$ cat src/rtl/fetch_ctrl_if.sv
// Fetch-side bus bundle: ROB redirect, icache read channel, branch predictor
// query and instruction-queue push, seen from the fetch controller (master).
interface fetch_ctrl_if #(
    parameter int ADDR_W = 32
);
    logic              rdy;
    logic              rob_clear;
    logic [ADDR_W-1:0] rob_set_pc;

    logic              ic_req;
    logic [ADDR_W-1:0] ic_addr;
    logic              ic_done;
    logic [31:0]       ic_inst;

    logic              pred_flag;
    logic [31:0]       pred_inst;
    logic [ADDR_W-1:0] pred_cur_pc;
    logic [ADDR_W-1:0] pred_pc;
    logic              pred_jump;

    logic              iq_full;
    logic              iq_valid;
    logic [31:0]       iq_inst;
    logic [ADDR_W-1:0] iq_pc;
    logic              iq_pred_jump;

    modport master (
        input  rdy, rob_clear, rob_set_pc,
        input  ic_done, ic_inst,
        input  pred_pc, pred_jump,
        input  iq_full,
        output ic_req, ic_addr,
        output pred_flag, pred_inst, pred_cur_pc,
        output iq_valid, iq_inst, iq_pc, iq_pred_jump
    );

    modport slave (
        output rdy, rob_clear, rob_set_pc,
        output ic_done, ic_inst,
        output pred_pc, pred_jump,
        output iq_full,
        input  ic_req, ic_addr,
        input  pred_flag, pred_inst, pred_cur_pc,
        input  iq_valid, iq_inst, iq_pc, iq_pred_jump
    );
endinterface

$ cat src/rtl/fetch_ctrl.sv
// Instruction-fetch sequencer: owns the fetch PC, issues one icache read at a
// time, queries the branch predictor and pushes the result into the IQ.
//
// state | meaning
// IDLE  | no read outstanding; issue read at pc when the IQ has room
// WAIT  | read outstanding, waiting for ic_done
// PRED  | instruction held in inst_q, predictor queried, push when IQ has room
// DROP  | read outstanding after a flush; response will be discarded
module fetch_ctrl #(
    parameter int              ADDR_W   = 32,
    parameter logic [ADDR_W-1:0] RESET_PC = '0
) (
    input  logic          clk,
    input  logic          rst,
    fetch_ctrl_if.master  bus
);
    typedef enum logic [1:0] {
        IDLE = 2'd0,
        WAIT = 2'd1,
        PRED = 2'd2,
        DROP = 2'd3
    } state_t;

    state_t            state_q;
    state_t            state_d;
    logic [ADDR_W-1:0] pc_q;
    logic [31:0]       inst_q;

    always_ff @(posedge clk or posedge rst) begin
        if (rst) begin
            state_q <= IDLE;
        end else if (bus.rdy) begin
            state_q <= state_d;
        end
    end

    always_comb begin
        state_d = state_q;
        case (state_q)
            IDLE: if (!bus.rob_clear && !bus.iq_full) state_d = WAIT;
            WAIT: begin
                if (bus.rob_clear)    state_d = bus.ic_done ? IDLE : DROP;
                else if (bus.ic_done) state_d = PRED;
            end
            PRED: if (bus.rob_clear || !bus.iq_full) state_d = IDLE;
            DROP: if (bus.ic_done) state_d = IDLE;
            default: state_d = IDLE;
        endcase
    end

    always_comb begin
        bus.pred_flag   = (state_q == PRED);
        bus.pred_inst   = inst_q;
        bus.pred_cur_pc = pc_q;
    end

    // Datapath registers; a flush always wins over push/issue in the same cycle.
    always_ff @(posedge clk or posedge rst) begin
        if (rst) begin
            pc_q             <= RESET_PC;
            inst_q           <= '0;
            bus.ic_req       <= 1'b0;
            bus.ic_addr      <= '0;
            bus.iq_valid     <= 1'b0;
            bus.iq_inst      <= '0;
            bus.iq_pc        <= '0;
            bus.iq_pred_jump <= 1'b0;
        end else if (bus.rdy) begin
            bus.iq_valid <= 1'b0;
            case (state_q)
                IDLE: begin
                    if (bus.rob_clear) begin
                        pc_q       <= bus.rob_set_pc;
                        bus.ic_req <= 1'b0;
                    end else if (!bus.iq_full) begin
                        bus.ic_req  <= 1'b1;
                        bus.ic_addr <= pc_q;
                    end
                end
                WAIT: begin
                    if (bus.rob_clear) begin
                        pc_q <= bus.rob_set_pc;
                        if (bus.ic_done) bus.ic_req <= 1'b0;
                    end else if (bus.ic_done) begin
                        inst_q     <= bus.ic_inst;
                        bus.ic_req <= 1'b0;
                    end
                end
                PRED: begin
                    if (bus.rob_clear) begin
                        pc_q       <= bus.rob_set_pc;
                        bus.ic_req <= 1'b0;
                    end else if (!bus.iq_full) begin
                        bus.iq_valid     <= 1'b1;
                        bus.iq_inst      <= inst_q;
                        bus.iq_pc        <= pc_q;
                        bus.iq_pred_jump <= bus.pred_jump;
                        pc_q             <= bus.pred_pc;
                    end
                end
                DROP: begin
                    if (bus.rob_clear) pc_q <= bus.rob_set_pc;
                    if (bus.ic_done)   bus.ic_req <= 1'b0;
                end
                default: bus.ic_req <= 1'b0;
            endcase
        end
    end
endmodule

$ cat src/flat_wrapper.sv
// flat-port wrapper written by rule: the top's interface ports become plain ports
module fetch_ctrl_flat 
#(
    parameter int              ADDR_W   = 32,
    parameter logic [ADDR_W-1:0] RESET_PC = '0
)
  (clk, rst, bus_rdy, bus_rob_clear, bus_rob_set_pc, bus_ic_done, bus_ic_inst, bus_pred_pc, bus_pred_jump, bus_iq_full, bus_ic_req, bus_ic_addr, bus_pred_flag, bus_pred_inst, bus_pred_cur_pc, bus_iq_valid, bus_iq_inst, bus_iq_pc, bus_iq_pred_jump);
  fetch_ctrl_if #(.ADDR_W(ADDR_W)) bus_i ();
  input  logic clk;
  input  logic rst;
  input wire logic [$bits(bus_i.rdy)-1:0] bus_rdy;
  input wire logic [$bits(bus_i.rob_clear)-1:0] bus_rob_clear;
  input wire logic [$bits(bus_i.rob_set_pc)-1:0] bus_rob_set_pc;
  input wire logic [$bits(bus_i.ic_done)-1:0] bus_ic_done;
  input wire logic [$bits(bus_i.ic_inst)-1:0] bus_ic_inst;
  input wire logic [$bits(bus_i.pred_pc)-1:0] bus_pred_pc;
  input wire logic [$bits(bus_i.pred_jump)-1:0] bus_pred_jump;
  input wire logic [$bits(bus_i.iq_full)-1:0] bus_iq_full;
  output wire logic [$bits(bus_i.ic_req)-1:0] bus_ic_req;
  output wire logic [$bits(bus_i.ic_addr)-1:0] bus_ic_addr;
  output wire logic [$bits(bus_i.pred_flag)-1:0] bus_pred_flag;
  output wire logic [$bits(bus_i.pred_inst)-1:0] bus_pred_inst;
  output wire logic [$bits(bus_i.pred_cur_pc)-1:0] bus_pred_cur_pc;
  output wire logic [$bits(bus_i.iq_valid)-1:0] bus_iq_valid;
  output wire logic [$bits(bus_i.iq_inst)-1:0] bus_iq_inst;
  output wire logic [$bits(bus_i.iq_pc)-1:0] bus_iq_pc;
  output wire logic [$bits(bus_i.iq_pred_jump)-1:0] bus_iq_pred_jump;
  assign bus_i.rdy = bus_rdy;
  assign bus_i.rob_clear = bus_rob_clear;
  assign bus_i.rob_set_pc = bus_rob_set_pc;
  assign bus_i.ic_done = bus_ic_done;
  assign bus_i.ic_inst = bus_ic_inst;
  assign bus_i.pred_pc = bus_pred_pc;
  assign bus_i.pred_jump = bus_pred_jump;
  assign bus_i.iq_full = bus_iq_full;
  assign bus_ic_req = bus_i.ic_req;
  assign bus_ic_addr = bus_i.ic_addr;
  assign bus_pred_flag = bus_i.pred_flag;
  assign bus_pred_inst = bus_i.pred_inst;
  assign bus_pred_cur_pc = bus_i.pred_cur_pc;
  assign bus_iq_valid = bus_i.iq_valid;
  assign bus_iq_inst = bus_i.iq_inst;
  assign bus_iq_pc = bus_i.iq_pc;
  assign bus_iq_pred_jump = bus_i.iq_pred_jump;
  fetch_ctrl #(.ADDR_W(ADDR_W), .RESET_PC(RESET_PC)) u_core (.clk(clk), .rst(rst), .bus(bus_i));
endmodule
$ cat config.mk
export PLATFORM = sky130hd
export DESIGN_NAME = fetch_ctrl_flat
export DESIGN_NICKNAME = d
export VERILOG_FILES = /design/src/rtl/fetch_ctrl_if.sv /design/src/rtl/fetch_ctrl.sv /design/src/flat_wrapper.sv
export SDC_FILE = /design/constraint.sdc
export NUM_CORES = 1
export LEC_CHECK = 0
export ABC_CLOCK_PERIOD_IN_PS = 12520
export BUFFER_PORTS_ARGS = -buffer_cell sky130_fd_sc_hd__buf_2
export CAP_MARGIN = 20
export CORE_UTILIZATION = 53
export DETAILED_ROUTE_END_ITERATION = 16
export PLACE_DENSITY = 0.83
export RECOVER_POWER = 100
export SLEW_MARGIN = 20
export SYNTH_ARGS = -nofsm -noshare
export SYNTH_HDL_FRONTEND = slang
export SYNTH_SLANG_ARGS = --single-unit
$ cat constraint.sdc
create_clock -name clk -period 12.52 [get_ports clk]
set_input_delay 0 -clock clk [delete_from_list [all_inputs] [get_ports clk]]
set_output_delay 0 -clock clk [all_outputs]
set_load 0.05 [all_outputs]
==> out/metrics.cfg, run 1 <==
[status]
status = finished with violations
violations = hold timing, capacitance limit, slew limit

[sta]
worstMarginPinSlew_ns = 4.07
max_clock_freq_mhz = 171
period_share_pct = 46.7
period_minus_slack_ns = 5.85
skew_ns = 0.00701
rsz0062_at_grt = no
hold_viol = 1
fin_ws_ns = 6.67
relSlewSlack_pct = -173
slew_viol_final = 292
tns_ns = 0
setup-violations-final = 0
holdWs_ns = -0.0235

[power]
power_mw = 2.76
clkPwrFrac_pct = 18.9
powerDensity_nw_per_um2 = 293
pwr-share-seq_pct = 33.2
swShare_pct = 51.1
switchingPower_mw = 1.41
p_int_mw = 1.35
pwr-share-comb_pct = 47.8
leakagePower_nw = 4.25
max-vdd-ir-drop_v = 0.000217

[die]
dieArea_um2 = 13300
die_width_um = 115
rows = 41
die_y_um = 115
fp.coreArea_um2 = 12600
start_util_pct = 54.3
ios = 267

[grt]
grt_pass1_wl_mm = 27.2
grt_pass1_vias = 5367
grt_overflow = 0
grt_max_degree = 98
grt_usage_pct = 27.5
antenna_found_initial = 0

[final_layout]
antenna_cells = 0
drive_above_1_share_pct = 35.5
syn_to_final_growth_pct = 37.9
mostFrequentLayoutCells = clkbuf_1, dfrtp_1, mux2_2, buf_2, dlygate4sd3_1
num-fill-cells = 862
layout_commonest_cell = clkbuf_1
num-nets-final = 876

[synthesis]
ys_ff_latch = 165
syn_nets = 507
avgSynthCellArea_um2 = 16.9
ys_seq_area_share_pct = 60.5
ys_types = 27
synthTopCellsByArea = dfrtp_1, mux2_2, mux2_4
yosysWarnings = 0
syn_inst = 404
yosysTopAreaCell = dfrtp_1
syn-cell-area_um2 = 6830
yosysTopAreaCellShare_pct = 60.5

[routing]
avgRoutedWirePerCell_um = 18.7
via_count = 4891
drt_iter0_drc = 219
wl_mm = 17.9
antenna_left = 0
first_pass_iters = 4
viasPerCell = 5.11
remaining_drc_errors = 0

[clock_network]
cts_tree = yes
clk_pin_slew_worst_paths_ns = 0.06
htree_levels = 4
cts_setup_buffers = 0
cts_made_buffers = 17
cts_root_buffer = clkbuf_16
cts_sinks = 165
clock_path_buffers = 2
clk-insertion-delay-late_ns = 0.42

[placed_design]
gp_congestion = 0.757
port-buffer-count = 266
hpwl_mm = 10.5
dp_slack_ns = 10.17

[setup_path]
crit_type = in2async
cp_data_arrival_time_ns = 5.60
worst-path-max-fanout = 97
rr_worst_depth = 5
regToRegSetupSlack_ns = 8.12
startpoint_type = input port
endpoint_kind = async pin
reg2reg_from = u_core.state_q[0]$_DFFE_PP0P_
required_ns = 12.27
timing.rr.end = u_core.bus.pred_cur_pc[8]$_DFFE_PP0P_

[hold_path]
hold_end = u_core.state_q[1]$_DFFE_PP0P_
hold_path_class = in2reg
worstHoldStart = bus_rob_clear
worst_hold_path.num_cells = 3

[flow_run]
drv_cap = 6

state kept, by name, summed over array words and instances, names as in the netlist:
register,flops
u_core.bus.ic_addr,32
u_core.bus.iq_inst,32
u_core.bus.iq_pc,32
u_core.bus.pred_cur_pc,32
u_core.bus.pred_inst,32
u_core.state_q,2
u_core.bus.ic_req,1
u_core.bus.iq_pred_jump,1
u_core.bus.iq_valid,1
logic make-up after synthesis:
logic type / after synthesis / share of synthesized area [%]
compound gates: 9 / 0.825
buf+inv: 25 / 3.61
mux: 193 / 33.5
simple gates: 12 / 1.58
flops: 165 / 60.5
synth_stat cells, drive strengths merged:
cell type	instances
nor2b	1
a21o	2
o21ai	3
nand3b	2
and3	1
nor2	2
dfrtp	165
a221oi	1
nand2	1
a21oi	2
mux2	193
buf	21
or2	1
nor3	1
nand4b	1
nor3b	2
o21a	1
inv	4
worst max path at each step:
stage	startpoint	slack, ns	cells past startpoint	to
floorplan	rst	8.06	1	u_core.bus.ic_addr[0]$_DFFE_PP0P_
global placement	u_core.state_q[0]$_DFFE_PP0P_	10.27	4	u_core.bus.pred_cur_pc[30]$_DFFE_PP0P_
detailed placement	u_core.state_q[0]$_DFFE_PP0P_	10.17	4	u_core.bus.pred_cur_pc[20]$_DFFE_PP0P_
CTS	u_core.state_q[0]$_DFFE_PP0P_	9.60	5	u_core.bus.pred_cur_pc[20]$_DFFE_PP0P_
global route	rst	5.35	4	u_core.bus.pred_inst[16]$_DFFE_PP0P_
finish	rst	6.67	4	u_core.state_q[1]$_DFFE_PP0P_
layer usage:
metal	track usage, %	share of wire, %	up-vias	routed length (um)
li1	-	-	2182	-
met1	29.9	38	2480	6750
met2	50.0	54	191	9700
met3	7.37	5.6	38	1000
met4	12.8	2.6	0	465
met5	0	0	-	0
layout make-up:
| cell class | count | area, um^2 | share of cell area, % |
|---|---|---|---|
| Tap cell | 172 | 215 | 2.29 |
| Clock inverter | 15 | 170 | 1.81 |
| Clock buffer | 17 | 425 | 4.52 |
| Sequential cell | 165 | 4130 | 43.9 |
| Multi-Input combinational cell | 214 | 2310 | 24.5 |
| Inverter | 4 | 16.3 | 0.173 |
| Timing Repair Buffer | 371 | 2150 | 22.8 |
power groups by stage:
stage	clock, mW	sequential (mW)	combinational [mW]
2_1_floorplan	0	1.69	0.275
5_1_grt	0.555	0.943	1.37
3_5_place_dp	0	0.909	1.38
4_1_cts	0.528	0.906	1.42
3_3_place_gp	0	0.890	1.37
6_report	0.523	0.918	1.32
critical path, cell delays in order:
cell and delay [ns]:
dlygate4sd3_1 0.52, buf_2 0.12, clkinvlp_2 2.25, clkbuf_1 2.55
timing repair:
action	in CTS	in global routing
gates resized for setup	0	0
hold endpoints to repair	164	0
setup endpoints to repair	0	0
hold buffers	100	0
stage by stage:
step | cell area [um^2] | utilization, % | std cells
2_1_floorplan | 6830 | - | 404
3_3_place_gp | 8180 | 65.0 | 825
3_5_place_dp | 8180 | 65.0 | 825
4_1_cts | 9770 | 77.8 | 957
5_1_grt | 9420 | 74.9 | 958
6_report | 9420 | 74.9 | 958
No activity file was read; power rests on OpenSTA's default activity.
==> run 2: changes to the inputs <==
--- a/config.mk
+++ b/config.mk
@@ -5,12 +5,12 @@
 export SDC_FILE = /design/constraint.sdc
 export NUM_CORES = 1
 export LEC_CHECK = 0
-export ABC_CLOCK_PERIOD_IN_PS = 12520
+export ABC_CLOCK_PERIOD_IN_PS = 5000
 export BUFFER_PORTS_ARGS = -buffer_cell sky130_fd_sc_hd__buf_2
 export CAP_MARGIN = 20
-export CORE_UTILIZATION = 53
+export CORE_UTILIZATION = 44
 export DETAILED_ROUTE_END_ITERATION = 16
-export PLACE_DENSITY = 0.83
+export PLACE_DENSITY = 0.73
 export RECOVER_POWER = 100
 export SLEW_MARGIN = 20
 export SYNTH_ARGS = -nofsm -noshare
==> constraint.sdc (replaced) <==
create_clock -name clk -period 5 [get_ports clk]
set_input_delay 0 -clock clk [delete_from_list [all_inputs] [get_ports clk]]
set_output_delay 0 -clock clk [all_outputs]
set_load 0.05 [all_outputs]
==> run 2 against run 1 <==
- worst setup slack worse by 5.3 ns
- sequential cell count unchanged
- design area increased by 1.2%
- via count is 1.7% lower
- first-iteration DRC count is 26% lower
- clock skew increased by 0.0011 ns
- the flow finishes with violations (capacitance limit, slew limit)
- global-route usage down 5.5 points
- count of clock-buffer cells in the layout up 4
- wire length down 5.6%
- sequential share of layout area down 0.51 points
- clock power rose to 2.7 times the previous value
==> out/metrics.cfg, run 2 (synthesis gave the netlist of run 1 again) <==
[setup_path]
crit_type = reg2reg
cp_data_arrival_time_ns = 3.90  ; -1.70 ns
required_ns = 5.29  ; -6.98 ns
worst-path-max-fanout = 19  ; -80%
endpoint_kind = flip-flop
startpoint_type = flip-flop
regToRegSetupSlack_ns = 1.39  ; -6.73 ns

[sta]
rsz0062_at_grt = no
max_clock_freq_mhz = 277
fin_ws_ns = 1.39  ; -5.28 ns
skew_ns = 0.00815  ; +0.00114 ns
relSlewSlack_pct = -28.5  ; +140 points
hold_viol = 0  ; -1
setup-violations-final = 0  ; unchanged
period_minus_slack_ns = 3.61
slew_viol_final = 96  ; -67%
tns_ns = 0  ; unchanged
period_share_pct = 72.1
worstMarginPinSlew_ns = 1.93  ; -2.14 ns

[power]
max-vdd-ir-drop_v = 0.000449  ; +110%
pwr-share-seq_pct = 32.6  ; -0.6 points
powerDensity_nw_per_um2 = 733  ; +150%
leakagePower_nw = 4.30  ; +1.1%
switchingPower_mw = 3.45  ; +140%
clkPwrFrac_pct = 20.2  ; +1.3 points
pwr-share-comb_pct = 47.2  ; -0.6 points
p_int_mw = 3.54  ; +160%
swShare_pct = 49.4  ; -1.7 points

[placed_design]
dp_slack_ns = 2.53  ; -7.64 ns
place_inst = 840  ; +1.8%
hpwl_mm = 10.4  ; -0.40%
port-buffer-count = 266  ; unchanged
gp_congestion = 0.755  ; -0.28%

[routing]
first_pass_iters = 4  ; unchanged
avgRoutedWirePerCell_um = 17.4  ; -6.9%
via_count = 4809  ; -1.7%
wl_mm = 16.9  ; -5.6%
drt_iter0_drc = 162  ; -26%
remaining_drc_errors = 0  ; unchanged
antenna_left = 0  ; unchanged
viasPerCell = 4.95  ; -3.1%

[clock_network]
clock_path_buffers = 2  ; unchanged
cts_sinks = 165  ; unchanged
cts_setup_buffers = 0  ; unchanged
cts_made_buffers = 17  ; unchanged
clk_pin_slew_worst_paths_ns = 0.06  ; about the same
clk-insertion-delay-late_ns = 0.41  ; about the same
cts_resized = 0  ; unchanged
cts_root_buffer = clkbuf_16
cts_tree = yes
htree_levels = 4  ; unchanged

[grt]
grt_usage_pct = 22.0  ; -5.5 points
grt_max_degree = 107  ; +9.2%
grt_pass1_vias = 5239  ; -2.4%
grt_pass1_wl_mm = 27.0  ; -0.76%
antenna_found_initial = 0  ; unchanged
grt_overflow = 0  ; unchanged

[final_layout]
num-fill-cells = 1246  ; +45%
drive_above_1_share_pct = 36.6  ; +1.1 points
syn_to_final_growth_pct = 39.6
antenna_cells = 0  ; unchanged
num-nets-final = 875  ; -0.11%
multi_input_area_um2 = 2330  ; +0.70%
layout_commonest_cell = clkbuf_1
seq_area_um2 = 4130  ; unchanged
fin_cells = 972  ; +1.5%
mostFrequentLayoutCells = clkbuf_1, dfrtp_1, mux2_2, buf_2, dlygate4sd3_1

[die]
start_util_pct = 45.1  ; -9.2 points
ios = 267  ; unchanged
rows = 45  ; +9.8%
die_y_um = 127  ; +9.6%
fp.coreArea_um2 = 15100  ; +21%
dieArea_um2 = 16000  ; +20%
die_width_um = 127  ; +9.6%

[flow_run]
drv_cap = 3  ; -3

[hold_path]
hold_path_class = in2reg

[status]
status = finished with violations
violations = capacitance limit, slew limit

-- run 2: final cells by class --
cell class | count | area share (%)
clock inverters | 10 | 1.76
inverters | 4 | 0.210
clock buffers | 21 | 5.04
well taps | 188 | 2.47
multi-input cells | 214 | 24.4
flip-flops and latches | 165 | 43.3
repair buffers | 370 | 22.8
-- run 2: repair_timing --
action / in CTS / in global routing
endpoints found under the setup margin: 0 / 0
hold endpoints to repair: 173 / 0
hold buffers: 100 / 0
-- run 2: worst max-delay path: stages, from the launching register on --
cell           delay [ns]
dfrtp_1              0.50
nor3b_4              0.70
clkbuf_1             0.95
mux2_2               0.43
dlygate4sd3_1        0.58
mux2_1               0.31
-- run 2: through the flow --
| step | utilization [%] | power, mW | hold WS [ns] | area, um^2 |
|---|---|---|---|---|
| after global routing | 62.9 | 7.26 | 0.00987 | 9530 |
| after floorplan | - | 4.91 | 0.135 | 6830 |
| after detailed placement | 54.1 | 5.74 | 0.221 | 8190 |
| final | 62.9 | 6.98 | 0.0118 | 9530 |
| after global placement | 54.1 | 5.67 | 0.221 | 8190 |
| after CTS | 65.0 | 7.26 | 0.0132 | 9840 |
-- run 2: worst paths after layout --
| kind | from | depth (start not counted) | to |
|---|---|---|---|
| setup / recovery | u_core.state_q[0]$_DFFE_PP0P_ | 5 | u_core.bus.pred_cur_pc[7]$_DFFE_PP0P_ |
| hold reg to reg | u_core.bus.iq_valid$_DFFE_PP0P_ | 1 | u_core.bus.iq_valid$_DFFE_PP0P_ |
| max in group asynchronous | rst | 4 | u_core.bus.iq_inst[0]$_DFFE_PP0P_ |
| min in group asynchronous | rst | 3 | u_core.bus.pred_inst[24]$_DFFE_PP0P_ |
| hold / removal | bus_rob_clear | 3 | u_core.state_q[1]$_DFFE_PP0P_ |
| setup reg to reg | u_core.state_q[0]$_DFFE_PP0P_ | 5 | u_core.bus.pred_cur_pc[7]$_DFFE_PP0P_ |
-- run 2: power by group through the flow --
stage	Combinational, mW	Sequential (mW)	Clock [mW]
floorplan	0.687	4.22	0
CTS	3.55	2.27	1.44
global route	3.41	2.35	1.49
global placement	3.43	2.24	0
finish	3.29	2.28	1.41
detailed placement	3.46	2.28	0
-- run 2: routing by layer --
layer  vias up  share of wire (%)  GRT usage (%)
met5         -                  0              0
met4         0                2.6           8.79
met3        34                5.8           5.90
met2       176                 52           38.7
met1      2424                 40           25.6
li1       2175                  -              -
==> run 3: changes to the inputs <==
--- a/config.mk
+++ b/config.mk
@@ -5,12 +5,12 @@
 export SDC_FILE = /design/constraint.sdc
 export NUM_CORES = 1
 export LEC_CHECK = 0
-export ABC_CLOCK_PERIOD_IN_PS = 5000
+export ABC_CLOCK_PERIOD_IN_PS = 3450
 export BUFFER_PORTS_ARGS = -buffer_cell sky130_fd_sc_hd__buf_2
 export CAP_MARGIN = 20
-export CORE_UTILIZATION = 44
+export CORE_UTILIZATION = 49
 export DETAILED_ROUTE_END_ITERATION = 16
-export PLACE_DENSITY = 0.73
+export PLACE_DENSITY = 0.77
 export RECOVER_POWER = 100
 export SLEW_MARGIN = 20
 export SYNTH_ARGS = -nofsm -noshare
==> constraint.sdc (replaced) <==
create_clock -name clk -period 3.45 [get_ports clk]
set_input_delay 0 -clock clk [delete_from_list [all_inputs] [get_ports clk]]
set_output_delay 0 -clock clk [all_outputs]
set_load 0.05 [all_outputs]
==> run 3 against run 2 <==
- the flow still finishes with violations (capacitance limit, slew limit)
- maximum frequency rose by 25%
- total power rose by 43%
- die area fell by 10%
- core utilization rose by 8.2 points
- combinational power rose by 46%
- cell count fell by 0.41%
- global-route usage rose by 2.4 points
- worst setup slack got worse by 0.84 ns
- sequential power rose by 45%
- design area barely moved
- critical endpoint is now u_core.bus.pred_inst[7]$_DFFE_PP0P_
==> out/metrics.cfg, run 3 (synthesis gave the netlist of run 1 again) <==
[die]
dieArea_um2 = 14400  ; -10%
die_y_um = 120  ; -5.2%
die_width_um = 120  ; -5.2%
fp.coreArea_um2 = 13400  ; -12%
rows = 42  ; -6.7%
ios = 267  ; unchanged
start_util_pct = 50.9  ; +5.9 points

[grt]
grt.busiest_layer = met2
grt_pass1_vias = 5249  ; +0.19%
grt_use_met2_pct = 42.4  ; +3.7 points
grt_overflow = 0  ; unchanged
grt_usage_pct = 24.4  ; +2.4 points
gr-usage-met3_pct = 7.37  ; +1.5 points
grt_pass1_wl_mm = 26.7  ; -1.1%
met1_usage_pct = 27.2  ; +1.6 points
antenna_found_initial = 1  ; +1
grt_max_degree = 86  ; -20%

[routing]
drt_iter0_drc = 194  ; +20%
via_count = 4875  ; +1.4%
remaining_drc_errors = 0  ; unchanged
avgRoutedWirePerCell_um = 17.7  ; +1.8%
viasPerCell = 5.04  ; +1.8%
first_pass_iters = 4  ; unchanged
wl_mm = 17.2  ; +1.4%
antenna_left = 0  ; unchanged

[clock_network]
cts_resized = 0  ; unchanged
htree_levels = 4  ; unchanged
cts_root_buffer = clkbuf_16
clk-insertion-delay-late_ns = 0.43  ; +0.02 ns
clk_pin_slew_worst_paths_ns = 0.07  ; about the same
clock_path_buffers = 2  ; unchanged
cts_sinks = 165  ; unchanged
cts_made_buffers = 17  ; unchanged
cts_tree = yes

[setup_path]
startpoint_type = flip-flop
crit_chain = nand4b_1 -> nor2_2 -> clkbuf_1 -> mux2_2
required_ns = 3.75  ; -1.54 ns
crit_type = reg2reg
cpLargestDelayFamily = buffers and inverters
cp_data_arrival_time_ns = 3.19  ; -0.71 ns
timing.rr.end = u_core.bus.pred_inst[7]$_DFFE_PP0P_
cp_num_buf_inv = 1  ; -1
cpPeakStageDelay_ns = 1.40  ; +0.45 ns
reg2reg_from = u_core.state_q[0]$_DFFE_PP0P_
regToRegSetupSlack_ns = 0.56  ; -0.84 ns
critPathSlowestCell = clkbuf_1
endpoint_kind = flip-flop
rr_worst_depth = 4  ; -1
worst-path-max-fanout = 32  ; +13

[sta]
holdWs_ns = 0.155  ; +0.144 ns
period_minus_slack_ns = 2.89  ; -0.713 ns
max_clock_freq_mhz = 346  ; +25%
tns_ns = 0  ; unchanged
skew_ns = 0.00945  ; +0.00130 ns
slew_viol_final = 189  ; +97%
setup-violations-final = 0  ; unchanged
relSlewSlack_pct = -43.6  ; -15 points
rsz0062_at_grt = no
worstMarginPinSlew_ns = 2.15  ; +0.227 ns
hold_viol = 0  ; unchanged
period_share_pct = 83.9  ; +12 points

[final_layout]
fin_cells = 968  ; -0.41%
num-fill-cells = 1021  ; -18%
syn_to_final_growth_pct = 39.5  ; about the same
mostFrequentLayoutCells = clkbuf_1, dfrtp_1, mux2_2, dlygate4sd3_1, buf_2
num-nets-final = 881  ; +0.69%
layout_commonest_cell = clkbuf_1
fin_area_um2 = 9520  ; about the same
drive_above_1_share_pct = 37.3  ; +0.69 points

[power]
max-vdd-ir-drop_v = 0.000732  ; +63%
powerDensity_nw_per_um2 = 1050  ; +43%
power_mw = 9.99  ; +43%
leakagePower_nw = 4.28  ; -0.43%

[placed_design]
dpl-instance-area_um2 = 8230  ; +0.53%
hpwl_mm = 10.4  ; about the same
port-buffer-count = 266  ; unchanged
gp_congestion = 0.783  ; +3.8%
place_inst = 831  ; -1.1%

[status]
status = finished with violations
violations = capacitance limit, slew limit

[hold_path]
hold_path_class = in2async

[flow_run]
drv_cap = 4  ; +1

-- run 3: cell types whose count changed in the layout (fill, tap and decap cells not counted), moves of 2 or more --
cell           change
clkinvlp_4         +4
buf_12             +2
dlygate4sd3_1      +3
bufinv_16          -2
clkbuf_8           -3
-- run 3: how the worst max path moves through the flow --
stage / start / end / slack [ns] / cells after the start
floorplan: rst / u_core.bus.ic_addr[0]$_DFFE_PP0P_ / 1.35 / 1
global placement: u_core.state_q[0]$_DFFE_PP0P_ / u_core.bus.iq_inst[28]$_DFFE_PP0P_ / 1.29 / 4
detailed placement: u_core.state_q[0]$_DFFE_PP0P_ / u_core.bus.iq_inst[28]$_DFFE_PP0P_ / 1.22 / 4
CTS: u_core.state_q[0]$_DFFE_PP0P_ / u_core.bus.pred_cur_pc[2]$_DFFE_PP0P_ / 0.67 / 5
global route: u_core.state_q[0]$_DFFE_PP0P_ / u_core.bus.ic_req$_DFFE_PP0P_ / 0.31 / 4
finish: u_core.state_q[0]$_DFFE_PP0P_ / u_core.bus.pred_inst[7]$_DFFE_PP0P_ / 0.56 / 4
-- run 3: timing repair --
| item | CTS | global route |
|---|---|---|
| endpoints found under the hold margin | 114 | 0 |
| buffers inserted | 0 | 0 |
| hold buffers | 103 | 0 |
-- run 3: cell type report --
| cell class | instances | area (um^2) | share of cell area [%] |
|---|---|---|---|
| diodes | 1 | 2.50 | 0.0263 |
| clock buffers | 18 | 439 | 4.61 |
| clock inverters | 14 | 151 | 1.59 |
| inverters | 4 | 16.3 | 0.171 |
| multi-input cells | 214 | 2340 | 24.6 |
| flip-flops and latches | 165 | 4130 | 43.4 |
| well taps | 176 | 220 | 2.31 |
| repair buffers | 376 | 2220 | 23.3 |
-- run 3: tightest hold or removal path, delay by kind of cell --
kind | cells | cell delay, ns
buffers and inverters | 3 | 1.03
-- run 3: power breakdown --
group	switching [mW]	leakage [nW]	internal (mW)
clock network	0.783	0.276	1.09
logic	3.72	1.96	1.09
registers	0.553	2.04	2.76
total	5.05	4.28	4.93
-- run 3: per-layer routing --
layer  up-vias  part of all wire [%]
li1       2193                     -
met1      2453                    39
met2       188                    52
met3        41                   5.4
met4         0                   3.2
met5         -                     0
-- run 3: stage by stage --
step,worst slack (ns),util [%]
2_1_floorplan,1.35,-
3_3_place_gp,1.29,61.4
3_5_place_dp,1.22,61.4
4_1_cts,0.672,73.5
5_1_grt,0.307,71.1
6_report,0.557,71.1
